**src/rtl/mem_access_ctrl.sv**
```systemverilog
// rtl/mem_access_ctrl.sv - shared instruction/data memory port initiator with fetch/load-store arbitration
module mem_access_ctrl #(
  parameter int MEM_WORDS = 64,
  parameter int DATA_W    = 32
) (
  input  logic              clk,
  input  logic              rst,
  input  logic              if_req,
  input  logic [31:0]       if_addr,
  output logic              if_ready,
  output logic              if_valid,
  output logic [DATA_W-1:0] if_inst,
  output logic              if_err,
  input  logic              ls_req,
  input  logic              ls_we,
  input  logic [31:0]       ls_addr,
  input  logic [DATA_W-1:0] ls_wdata,
  output logic              ls_ready,
  output logic              ls_valid,
  output logic [DATA_W-1:0] ls_rdata,
  output logic              ls_err,
  output logic [31:0]       mem_pc,
  input  logic [DATA_W-1:0] mem_inst,
  output logic [31:0]       mem_rd_addr,
  input  logic [DATA_W-1:0] mem_data_out,
  output logic              mem_we,
  output logic [31:0]       mem_wr_addr,
  output logic [DATA_W-1:0] mem_wr_data
);

  localparam logic [31:0] ADDR_LIMIT = 32'(MEM_WORDS * 4);

  typedef enum logic [1:0] {IDLE, FETCH, LOAD, STORE} state_t;

  state_t state, next_state;
  logic   prio_if;
  logic   grant_if, grant_ls;
  logic   if_legal, ls_legal;

  assign if_legal = (if_addr[1:0] == 2'b00) && (if_addr < ADDR_LIMIT);
  assign ls_legal = (ls_addr[1:0] == 2'b00) && (ls_addr < ADDR_LIMIT);
  assign if_ready = (state == IDLE) && !rst;
  assign ls_ready = (state == IDLE) && !rst;

  always_ff @(posedge clk) begin
    if (rst) state <= IDLE;
    else     state <= next_state;
  end

  // Single grant per idle edge; prio_if breaks ties and alternates after each grant.
  always_comb begin
    next_state = state;
    grant_if   = 1'b0;
    grant_ls   = 1'b0;
    if (state == IDLE) begin
      if (if_req && ls_req) begin
        if (prio_if) grant_if = 1'b1;
        else         grant_ls = 1'b1;
      end else if (if_req) begin
        grant_if = 1'b1;
      end else if (ls_req) begin
        grant_ls = 1'b1;
      end
      if (grant_if && if_legal)      next_state = FETCH;
      else if (grant_ls && ls_legal) next_state = ls_we ? STORE : LOAD;
    end else begin
      next_state = IDLE;
    end
  end

  always_ff @(posedge clk) begin
    if (rst) begin
      prio_if     <= 1'b0;
      if_valid    <= 1'b0;
      if_err      <= 1'b0;
      if_inst     <= '0;
      ls_valid    <= 1'b0;
      ls_err      <= 1'b0;
      ls_rdata    <= '0;
      mem_pc      <= '0;
      mem_rd_addr <= '0;
      mem_we      <= 1'b0;
      mem_wr_addr <= '0;
      mem_wr_data <= '0;
    end else begin
      if_valid <= 1'b0;
      if_err   <= 1'b0;
      ls_valid <= 1'b0;
      ls_err   <= 1'b0;
      mem_we   <= 1'b0;
      if (grant_if) begin
        prio_if <= 1'b0;
        if (if_legal) mem_pc <= if_addr;
        else begin
          if_valid <= 1'b1;
          if_err   <= 1'b1;
        end
      end
      if (grant_ls) begin
        prio_if <= 1'b1;
        if (!ls_legal) begin
          ls_valid <= 1'b1;
          ls_err   <= 1'b1;
        end else if (ls_we) begin
          mem_wr_addr <= ls_addr;
          mem_wr_data <= ls_wdata;
          mem_we      <= 1'b1;
        end else begin
          mem_rd_addr <= ls_addr;
        end
      end
      // Completion: the memory read is combinational, so data is captured at the end of the access cycle.
      case (state)
        FETCH: begin
          if_inst  <= mem_inst;
          if_valid <= 1'b1;
        end
        LOAD: begin
          ls_rdata <= mem_data_out;
          ls_valid <= 1'b1;
        end
        STORE:   ls_valid <= 1'b1;
        default: ;
      endcase
    end
  end

endmodule

```
**config.mk**
```make
export PLATFORM = sky130hd
export DESIGN_NAME = mem_access_ctrl
export DESIGN_NICKNAME = d
export VERILOG_FILES = /design/src/rtl/mem_access_ctrl.sv
export SDC_FILE = /design/constraint.sdc
export NUM_CORES = 1
export LEC_CHECK = 0
export BUFFER_PORTS_ARGS = -buffer_cell sky130_fd_sc_hd__buf_2
export CAP_MARGIN = 20
export CORE_AREA = 2 2 139 141
export CTS_CLUSTER_DIAMETER = 50
export CTS_CLUSTER_SIZE = 24
export DETAILED_ROUTE_END_ITERATION = 12
export DIE_AREA = 0 0 141 143
export HOLD_SLACK_MARGIN = 0.06
export PLACE_DENSITY = 0.66
export REMOVE_ABC_BUFFERS = 1
export SYNTH_ARGS = -nofsm -noshare
export SYNTH_HDL_FRONTEND = slang
export SYNTH_SLANG_ARGS = --single-unit
```
**constraint.sdc**
```tcl
create_clock -name clk -period 1.6 [get_ports clk]
set_input_delay 0.16 -clock clk [delete_from_list [all_inputs] [get_ports clk]]
set_output_delay 0.16 -clock clk [all_outputs]
set_load 0.1 [all_outputs]
```
* Yosys cells after proc, flatten, opt, wreduce, memory -nomap -nowiden
Index checks and enable logic that the tools add are counted.
** Storage, ports and cells
- Register bits after elaboration :: 200
- Bits of input ports :: 165
- Output and inout bits :: 199
- Logic and storage cells :: 65
** Operators by class
- Order comparisons :: 2
- Equal/unequal tests :: 3
- Mux-type cells :: 23
- Bitwise logic cells :: 4
- Reductions and logical operators :: 19
** Operators with widths (count)
- $lt A32 B9 Y1 const B :: 2
- $mux W1 :: 23
- $logic_and A1 B1 Y1 :: 6
- $logic_not A2 Y1 :: 3
- $reduce_and A3 Y1 :: 2
- $reduce_or A3 Y1 :: 2
- $eq A2 B2 Y1 const B :: 2
- $not A1 Y1 :: 4
- $reduce_bool A2 Y1 :: 2
- $reduce_or A2 Y1 :: 2
- $eq A2 B1 Y1 const B :: 1
- $reduce_and A2 Y1 :: 1
- $logic_not A1 Y1 :: 1

* Logic depth before layout (Yosys ltp)
Gate-level depths: netlist (run 1).
- Depth in word-level cells :: 7
- Mapped depth :: 6

* Worst setup path before layout (run 1)
OpenSTA, ideal clock, no wires.
- Path kind :: reg2out
- From :: register state[0]
- To :: output ls_ready
- Arrival time :: 3100 ps
- Data required time :: 1440 ps
- Slack :: -1660 ps
- Stages on the path, launching flop included :: 3
- Path buffers :: 1
- Cell sequence :: dfxtp_1 -> nor3_1 -> buf_4
** On the way
- Longest elaborated chain between the ends :: 2
** RTL lines
- start: declaration :: RTL line 35 : state_t state, next_state;
- start signal: assignment :: RTL line 47 : else state <= next_state;
- $logic_not A2 Y1
- $logic_and A1 B1 Y1
- end: declaration :: RTL line 18 : output logic ls_ready,
No other way between the ends.

* Final worst setup path (run 1)
- From :: register state[0]
- To :: output if_ready
** On the way
- Longest elaborated chain between the ends :: 2
** RTL lines
- $logic_not A2 Y1 :: RTL line 42 : assign if_ready = (state == IDLE) && !rst;
- $logic_and A1 B1 Y1 :: RTL line 42
- end: declaration :: RTL line 10 : output logic if_ready,
No other way between the ends.

==> impl_metrics.env, run 1 <==
export IMPL_synth_top_area_share=0.576
export IMPL_drv_cap=0
export IMPL_status="finished clean"
export IMPL_drcViolationCount=0
export IMPL_rsz0062_at_grt="no"
export IMPL_fmax_mhz=649
export IMPL_syn_to_final_growth_pct=58.4
export IMPL_viasPerCell=5.00
export IMPL_cpPeakStageDelay_ns=0.34
export IMPL_hold_path_class="in -> reg"
export IMPL_dpl_instance_area_mm2=0.00918
export IMPL_wl_mm=23.1
export IMPL_grt_total_usage=0.217
export IMPL_cts_buffers=17
export IMPL_port_buffers=363
export IMPL_synth_area_mm2=0.00695
export IMPL_drive_gt1_frac=0.374
export IMPL_nFillCells=1577
export IMPL_yosys_register_bits=200
export IMPL_worst_pin_slew_ns=0.553
export IMPL_grt_overflow=0
export IMPL_r2r_setup_slack_ns=0.14
export IMPL_setup_tns_ns=0
export IMPL_crit_fanout=5
export IMPL_critPathRequiredTime_ns=1.44
export IMPL_start_kind="flop"
export IMPL_place_hpwl_mm=14.9
export IMPL_ir_worst_vdd_v=0.000693
export IMPL_grt_pass1_wl_mm=34.9
export IMPL_grt_pass1_vias=6983
export IMPL_pre_cts_ws_ns=-0.0411
export IMPL_final_common_cell="buf_2"
export IMPL_yosys_warnings=0
export IMPL_die_x_um=141
export IMPL_antenna_found_initial=1
export IMPL_skew_ns=0.0101
export IMPL_crit_chain="buf_4, nor3_4, buf_6, buf_12"
export IMPL_power_density_mw_per_mm2=930
export IMPL_min_path_cells=4
export IMPL_wl_per_cell_um=15.9
export IMPL_setup_viol=0
export IMPL_fin_cells=1455
export IMPL_crit_arrival_ns=1.38
export IMPL_nets=1372
export IMPL_ys_seq_area_frac=0.576
export IMPL_synth_edf_count=0
export IMPL_syn_instance_count=739
export IMPL_slew_headroom=0.634
export IMPL_critical_path_slowest_cell="dfxtp_1"
export IMPL_end_kind="output pin"
export IMPL_cts_tree="yes"
export IMPL_yosys_area_share_simple=0.228
export IMPL_drt_iter0_markers=424
export IMPL_core_area_mm2=0.0186
export IMPL_clk_latency_ns=0.44
export IMPL_hold_start="ls_req"
export IMPL_dieArea_mm2=0.0202
export IMPL_synth_area_top_cells="dfxtp_1 58%, a21oi_1 8.4%, nand2_1 7.1%, and2_1 7.0%, o31ai_1 5.4%"
export IMPL_leakage_nw=4.98
export IMPL_synth_compound_area_share=0.151
export IMPL_synth_top_family_by_area="simple AND/OR/NAND/NOR gates"
export IMPL_r2r_cells=4
export IMPL_layout_min_cycle_time_ns=1.54
export IMPL_dp_cells=1306
export IMPL_vias=7269
export IMPL_r2r_start="prio_if$_SDFFE_PP0P_"
export IMPL_clock_path_buffers=2
export IMPL_final_cell_mix="360 x buf_2, 199 x dfxtp_1, 131 x nand2_1"
export IMPL_min_to="state[0]$_SDFFE_PN0P_"
export IMPL_grt_max_degree=56
export IMPL_path_class="reg -> out"
export IMPL_ios=364
export IMPL_fp_dieH_um=143
export IMPL_htreeDepth=4
export IMPL_root_buffer="clkbuf_16"
export IMPL_synthXorXnorAreaFrac=0
export IMPL_yosys_area_top_type="dfxtp_1"
export IMPL_dr_pass1_iters=5
export IMPL_rows=50
export IMPL_drv_slew=0
export IMPL_muxShareOfSynthArea=0
export IMPL_hold_violations=0
export IMPL_clock_sinks=200
export IMPL_ant_nets=0
export IMPL_synth_cell_types=34
export IMPL_timing_final_crit_share=0.963
export IMPL_avgSynthCellArea_um2=9.41
export IMPL_synthAdderAreaFrac=0
export IMPL_synthArstFlopShare=0
export IMPL_gp_congestion=0.778
export IMPL_ys_flop_type="dfxtp_1"
export IMPL_r2r_end="mem_rd_addr[20]$_SDFFE_PP0P_"
export IMPL_fin_ws_ns=0.0597
export IMPL_design_area_mm2=0.0110
export IMPL_start_util=0.374
export IMPL_clk_pin_slew_ns=0.07
[cell type report]
cell class	instances	area [um^2]	area share
multi-input combinational	475	2700	0.245
inverter	1	3.75	0.000341
antenna	1	2.50	0.000227
clock buffer	17	425	0.0386
timing repair buffer	512	3390	0.308
tap	234	293	0.0266
sequential	200	4010	0.364
clock inverter	15	200	0.0182
[metrics by stage]
stage	total power, mW	utilization	hold slack [ns]
floorplan	5.25	-	0.229
global placement	5.61	0.494	0.400
detailed placement	5.61	0.494	0.406
CTS	10.3	0.588	0.0725
global route	10.6	0.593	0.137
finish	10.2	0.593	0.123
[routing by layer]
| metal | GRT usage | wire length [um] | up-vias |
|---|---|---|---|
| met4 | 0.123 | 882 | 0 |
| met3 | 0.0510 | 1430 | 68 |
| met5 | 0 | 0 | - |
| li1 | - | - | 3515 |
| met2 | 0.367 | 11400 | 343 |
| met1 | 0.254 | 9390 | 3343 |
[worst max-delay path, delay by kind of cell (launching register included)]
| family | cells | cell delay, ns |
|---|---|---|
| buf+inv | 3 | 0.48 |
| simple gates | 1 | 0.14 |
| flops | 1 | 0.34 |
[power breakdown]
group / internal, mW / switching [mW]
logic: 0.415 / 0.352
registers: 4.98 / 0.00572
clock network: 2.28 / 2.20
[kinds of logic after synthesis]
family / after synthesis
DFF: 200
buffers and inverters: 65
and+or+nand+nor: 300
AOI/OAI and AO/OA: 174
[how the worst max path moves through the flow]
stage | cells past startpoint | endpoint | from | slack [ns]
floorplan | 2 | state[1]$_SDFFE_PP0P_ | state[1]$_SDFFE_PP0P_ | -3.57
global placement | 6 | ls_valid$_SDFF_PP0_ | ls_addr[18] | -0.03
detailed placement | 5 | mem_rd_addr[20]$_SDFFE_PP0P_ | ls_addr[31] | -0.04
CTS | 4 | if_ready | state[0]$_SDFFE_PN0P_ | 0.009
global route | 4 | ls_ready | state[0]$_SDFFE_PN0P_ | 0.005
finish | 4 | if_ready | state[0]$_SDFFE_PN0P_ | 0.06
[registers in the layout, indices dropped and copies added, names as in the netlist]
| name | count |
|---|---|
| if_err | 1 |
| mem_rd_addr | 32 |
| state | 2 |
| mem_pc | 32 |
| if_valid | 1 |
| prio_if | 1 |
| mem_wr_addr | 32 |
| mem_we | 1 |
| if_inst | 32 |
| ls_rdata | 32 |
| ls_valid | 1 |
| mem_wr_data | 32 |
| ls_err | 1 |
[Yosys cell counts, types with 2 or more instances]
library cell / number
o31ai_1: 50
nand3_1: 4
nand2b_1: 3
buf_6: 4
a21oi_1: 117
and2_1: 78
buf_2: 12
and4_1: 2
nand4_1: 53
clkbuf_1: 35
nor2_1: 5
nor4_1: 7
buf_1: 3
dfxtp_1: 200
nor4_2: 6
buf_4: 5
nand2_1: 131
a31oi_4: 2
clkbuf_2: 5
and3_1: 3
[what timing repair did]
action	in CTS	in global routing
setup buffers	1	4
hold endpoints to repair	117	0
hold buffers	111	0
gates cloned	0	1
pin swaps	1	2
gates resized for setup	4	10
setup endpoints to repair	2	73
Note: power is estimated with default switching activity, not from simulation.
==> run 2, diff against run 1 <==
--- a/config.mk
+++ b/config.mk
@@ -5,15 +5,16 @@
 export SDC_FILE = /design/constraint.sdc
 export NUM_CORES = 1
 export LEC_CHECK = 0
+export ABC_AREA = 1
 export BUFFER_PORTS_ARGS = -buffer_cell sky130_fd_sc_hd__buf_2
 export CAP_MARGIN = 20
-export CORE_AREA = 2 2 139 141
+export CORE_AREA = 2 2 142 144
 export CTS_CLUSTER_DIAMETER = 50
 export CTS_CLUSTER_SIZE = 24
 export DETAILED_ROUTE_END_ITERATION = 12
-export DIE_AREA = 0 0 141 143
+export DIE_AREA = 0 0 144 146
 export HOLD_SLACK_MARGIN = 0.06
-export PLACE_DENSITY = 0.66
+export PLACE_DENSITY = 0.63
 export REMOVE_ABC_BUFFERS = 1
 export SYNTH_ARGS = -nofsm -noshare
 export SYNTH_HDL_FRONTEND = slang
==> run 2 against run 1 <==
Compared with the run above: register-to-register slack barely moved; non-clock buffer count shrank 6; sequential power about the same; die area up 4.3%; power is 1.7% lower; critical endpoint is now ls_ready; critical path depth rose by 1.
==> impl_metrics.env, run 2 <==
export IMPL_status="finished clean"
export IMPL_grt_pass1_vias=6954
export IMPL_clk_latency_ns=0.43
export IMPL_wl_met3_mm=1.87
export IMPL_crit_fanout=3
export IMPL_whs_ns=0.295
export IMPL_drv_cap=0
export IMPL_grt_overflow=0
export IMPL_ir_worst_vdd_v=0.000679
export IMPL_hold_path_class="in -> reg"
export IMPL_cts_buffers=17
export IMPL_yosys_register_bits=200
export IMPL_port_buffers=363
export IMPL_yosysMostFrequentCell="nor2_1"
export IMPL_setup_viol=0
export IMPL_grt_total_usage=0.204
export IMPL_wl_met2_mm=10.6
export IMPL_start_kind="flop"
export IMPL_skew_ns=0.0114
export IMPL_synth_area_mm2=0.00681
export IMPL_syn_to_final_growth_pct=59.1
export IMPL_multi_input_area_mm2=0.00251
export IMPL_start_util=0.352
export IMPL_regArea_mm2=0.00401
export IMPL_wl_met1_mm=9.17
export IMPL_critPathRequiredTime_ns=1.44
export IMPL_final_common_cell="buf_2"
export IMPL_drv_slew=0
export IMPL_nets=1473
export IMPL_nFillCells=1780
export IMPL_cts_tree="yes"
export IMPL_grt_max_degree=107
export IMPL_die_x_um=144
export IMPL_antenna_found_initial=1
export IMPL_ant_nets=0
export IMPL_power_density_mw_per_mm2=930
export IMPL_hold_violations=0
export IMPL_core_area_mm2=0.0193
export IMPL_syn_instance_count=839
export IMPL_gp_congestion=0.789
export IMPL_layout_min_cycle_time_ns=1.51
export IMPL_synthArstFlopShare=0
export IMPL_synth_edf_count=0
export IMPL_ys_top_cells_by_count="240 x nor2_1, 200 x dfxtp_1, 140 x nand2_1"
export IMPL_utilization=0.560
export IMPL_synth_area_top_cells="dfxtp_1 59%, nor2_1 13%, nand2_1 7.7%, o21ai_0 4.9%, nand3_1 3.1%"
export IMPL_synth_cell_types=23
export IMPL_crit_arrival_ns=1.35
export IMPL_ys_flop_type="dfxtp_1"
export IMPL_fin_ws_ns=0.0853
export IMPL_path_class="reg -> out"
export IMPL_clk_pin_slew_ns=0.08
export IMPL_clock_sinks=200
export IMPL_yosys_area_top_type="dfxtp_1"
export IMPL_wl_mm=22.2
export IMPL_final_cell_mix="360 x buf_2, 237 x nor2_1, 198 x dfxtp_1"
export IMPL_grt_pass1_wl_mm=34.2
export IMPL_drcViolationCount=0
export IMPL_end_kind="output pin"
export IMPL_rows=51
export IMPL_viasPerCell=4.50
export IMPL_timing_final_crit_share=0.947
export IMPL_drive_gt1_frac=0.350
export IMPL_ios=364
export IMPL_dieArea_mm2=0.0210
export IMPL_place_hpwl_mm=15.1
export IMPL_wl_per_cell_um=14.0
export IMPL_pre_cts_ws_ns=0.111
export IMPL_clock_path_buffers=2
export IMPL_setup_tns_ns=0
export IMPL_fmax_mhz=660
export IMPL_slew_headroom=0.651
export IMPL_leakage_nw=5.24
export IMPL_yosys_warnings=0
export IMPL_drt_iter0_markers=296
export IMPL_highest_layer="met5"
export IMPL_ys_seq_area_frac=0.588
export IMPL_synth_top_area_share=0.588
export IMPL_htreeDepth=4
export IMPL_root_buffer="clkbuf_16"
export IMPL_avgSynthCellArea_um2=8.11
export IMPL_fp_dieH_um=146
export IMPL_dr_pass1_iters=5
export IMPL_worst_pin_slew_ns=0.526
export IMPL_vias=7145
-- run 2: critical path: stages, from the launching register on --
cell and delay (ns):
dfxtp_2 0.34, nor2_4 0.11, inv_2 0.05, nor2_2 0.11, buf_6 0.14, buf_12 0.17
-- run 2: layout make-up --
| type | instances | share of cell area |
|---|---|---|
| tap | 265 | 0.0306 |
| multi-input combinational | 570 | 0.232 |
| sequential | 200 | 0.370 |
| clock inverter | 15 | 0.0171 |
| antenna | 1 | 0.000231 |
| inverter | 13 | 0.00451 |
| timing repair buffer | 506 | 0.306 |
| clock buffer | 17 | 0.0393 |
-- run 2: power by group --
| group | leakage (nW) | internal (mW) | total, mW | switching (mW) |
|---|---|---|---|---|
| clock | 0.299 | 2.15 | 4.36 | 2.21 |
| combinational | 3.33 | 0.395 | 0.724 | 0.329 |
| sequential | 1.61 | 4.98 | 4.98 | 0.00288 |
| total | 5.24 | 7.52 | 10.1 | 2.55 |
-- run 2: cell families (layout without fill, tap and decap cells) --
family / after synthesis / after routing / synth area share
AO/OA/AOI/OAI: 120 / 120 / 0.0945
buffers and inverters: 69 / 551 / 0.0450
flip-flops: 200 / 200 / 0.588
other: 0 / 1 / 0
AND/OR/NAND/NOR: 450 / 450 / 0.272
-- run 2: timing repair --
action,CTS,global route
setup buffers,3,0
setup endpoints to repair,2,2
resized for setup,3,4
pin swaps,2,0
hold buffers,110,0
endpoints found under the hold margin,114,0
-- run 2: worst paths after layout --
| kind | from | to | cells after the start | slack [ns] |
|---|---|---|---|---|
| worst max-delay path | state[1]$_SDFFE_PP0P_ | ls_ready | 5 | 0.09 |
| worst min-delay path | if_addr[28] | mem_pc[7]$_SDFFE_PP0P_ | 7 | 0.30 |
| worst max register to register | state[1]$_SDFFE_PP0P_ | mem_wr_data[13]$_SDFFE_PP0P_ | 8 | 0.15 |
| worst min register to register | mem_pc[13]$_SDFFE_PP0P_ | mem_pc[13]$_SDFFE_PP0P_ | 2 | 0.44 |
-- run 2: per-layer routing --
layer	up-vias	GRT usage
met3	44	0.0684
li1	3610	-
met4	2	0.0809
met2	285	0.352
met5	-	0
met1	3204	0.230
-- run 2: per-stage QoR --
step	std cells	instance area, um^2	power (mW)
final	1587	10800	10.1
after global routing	1586	10800	10.5
after CTS	1586	10800	10.2
after detailed placement	1441	9080	5.61
after global placement	1441	9080	5.61
after floorplan	783	6550	5.24
==> run 3, diff against run 2 <==
--- a/config.mk
+++ b/config.mk
@@ -8,13 +8,14 @@
 export ABC_AREA = 1
 export BUFFER_PORTS_ARGS = -buffer_cell sky130_fd_sc_hd__buf_2
 export CAP_MARGIN = 20
-export CORE_AREA = 2 2 142 144
+export CELL_PAD_IN_SITES_DETAIL_PLACEMENT = 1
+export CELL_PAD_IN_SITES_GLOBAL_PLACEMENT = 2
+export CORE_UTILIZATION = 23
 export CTS_CLUSTER_DIAMETER = 50
 export CTS_CLUSTER_SIZE = 24
 export DETAILED_ROUTE_END_ITERATION = 12
-export DIE_AREA = 0 0 144 146
 export HOLD_SLACK_MARGIN = 0.06
-export PLACE_DENSITY = 0.63
+export PLACE_DENSITY = 0.76
 export REMOVE_ABC_BUFFERS = 1
 export SYNTH_ARGS = -nofsm -noshare
 export SYNTH_HDL_FRONTEND = slang
==> run 3 against run 2 <==
Compared with the run above: core utilization down 18 points; via count up 0.28%; die area up 44%; critical path depth unchanged; count of clock-buffer cells in the layout unchanged.
==> impl_metrics.env, run 3 (synthesis gave the netlist of run 2 again) <==
export IMPL_status="finished clean"
export IMPL_vias=7165
export IMPL_use_met1=0.195
export IMPL_start_util=0.235
export IMPL_start_kind="flop"
export IMPL_wl_mm=24.8
export IMPL_p_total_mw=10.5
export IMPL_cts_buffers=17
export IMPL_slew_headroom=0.655
export IMPL_fin_ws_ns=0.0440
export IMPL_clock_path_buffers=2
export IMPL_grt_overflow=0
export IMPL_worst_pin_slew_ns=0.521
export IMPL_drcViolationCount=0
export IMPL_antenna_found_initial=1
export IMPL_setup_tns_ns=0
export IMPL_timing_final_crit_share=0.972
export IMPL_ant_nets=0
export IMPL_cts_tree="yes"
export IMPL_core_area_mm2=0.0289
export IMPL_pre_cts_ws_ns=0.0998
export IMPL_nFillCells=3507
export IMPL_power_density_mw_per_mm2=956
export IMPL_port_buffers=363
export IMPL_end_kind="output pin"
export IMPL_dieArea_mm2=0.0303
export IMPL_clk_latency_ns=0.44
export IMPL_die_x_um=174
export IMPL_place_hpwl_mm=17.0
export IMPL_root_buffer="clkbuf_16"
export IMPL_drv_cap=0
export IMPL_drive_gt1_frac=0.349
export IMPL_skew_ns=0.0211
export IMPL_grt_max_degree=55
export IMPL_clock_sinks=200
export IMPL_critPathRequiredTime_ns=1.44
export IMPL_crit_fanout=3
export IMPL_ios=364
export IMPL_rows=62
export IMPL_grt_total_usage=0.161
export IMPL_drv_slew=0
export IMPL_grt_met3_usage=0.0490
export IMPL_grt_pass1_vias=7164
export IMPL_leakage_nw=5.24
export IMPL_ir_worst_vdd_v=0.000629
export IMPL_final_cell_mix="360 x buf_2, 237 x nor2_1, 198 x dfxtp_1"
export IMPL_fmax_mhz=643
export IMPL_gp_congestion=0.746
export IMPL_grt_pass1_wl_mm=38.8
export IMPL_hold_path_class="in -> reg"
export IMPL_setup_viol=0
export IMPL_grt_busiest_layer="met2"
export IMPL_hold_violations=0
export IMPL_layout_min_cycle_time_ns=1.56
export IMPL_utilization=0.380
export IMPL_dr_pass1_iters=6
export IMPL_fp_dieH_um=174
export IMPL_crit_arrival_ns=1.40
export IMPL_drt_iter0_markers=260
export IMPL_whs_ns=0.109
export IMPL_n_antenna_cell=0
export IMPL_htreeDepth=4
export IMPL_grt_met2_usage=0.280
export IMPL_final_common_cell="buf_2"
export IMPL_path_class="reg -> out"
export IMPL_clk_pin_slew_ns=0.08
export IMPL_viasPerCell=4.21
export IMPL_wl_per_cell_um=14.6
export IMPL_syn_to_final_growth_pct=61.4
export IMPL_rsz0062_at_grt="yes"
export IMPL_nets=1469
-- run 3: report_power, final --
group,internal (mW),total (mW),switching (mW)
logic,0.390,0.724,0.333
registers,4.98,4.98,0.00337
clock network,2.48,4.80,2.32
total,7.84,10.5,2.66
-- run 3: per-stage QoR --
| stage | instances | cell area, um^2 |
|---|---|---|
| 3_3_place_gp | 1556 | 9190 |
| 4_1_cts | 1699 | 11000 |
| 6_report | 1701 | 11000 |
| 3_5_place_dp | 1556 | 9190 |
| 5_1_grt | 1701 | 11000 |
| 2_1_floorplan | 783 | 6550 |
-- run 3: worst paths after layout --
path	end	depth (start not counted)	slack (ns)	startpoint
worst max register to register	mem_wr_data[12]$_SDFFE_PP0P_	7	0.11	state[0]$_SDFFE_PN0P_
worst min register to register	mem_pc[26]$_SDFFE_PP0P_	2	0.44	mem_pc[26]$_SDFFE_PP0P_
worst max-delay path	ls_ready	5	0.04	state[0]$_SDFFE_PN0P_
worst min-delay path	mem_wr_data[28]$_SDFFE_PP0P_	2	0.11	rst
-- run 3: worst max-delay path, cell delays in order (launching register included) --
cell and delay (ns):
dfxtp_4 0.36, nor2_4 0.12, inv_2 0.05, nor2_1 0.09
buf_4 0.17, buf_12 0.18
-- run 3: metal layers --
layer,wire [um],vias up
li1,-,3598
met1,11000,3314
met2,12000,237
met3,1600,14
met4,210,2
met5,15,-
-- run 3: final cells by class --
type | instances | area, um^2 | area share
inverter | 13 | 48.8 | 0.00444
sequential | 200 | 4010 | 0.365
timing repair buffer | 502 | 3270 | 0.297
tap | 384 | 480 | 0.0437
multi-input combinational | 570 | 2510 | 0.229
clock buffer | 17 | 425 | 0.0387
clock inverter | 15 | 241 | 0.0220
-- run 3: what timing repair did --
item / in CTS / in global routing
resized for setup: 4 / 3
endpoints found under the setup margin: 2 / 3
setup buffers: 2 / 2
hold endpoints to repair: 115 / 0
hold buffers: 109 / 0
pin swaps: 1 / 1
cloned: 0 / 0
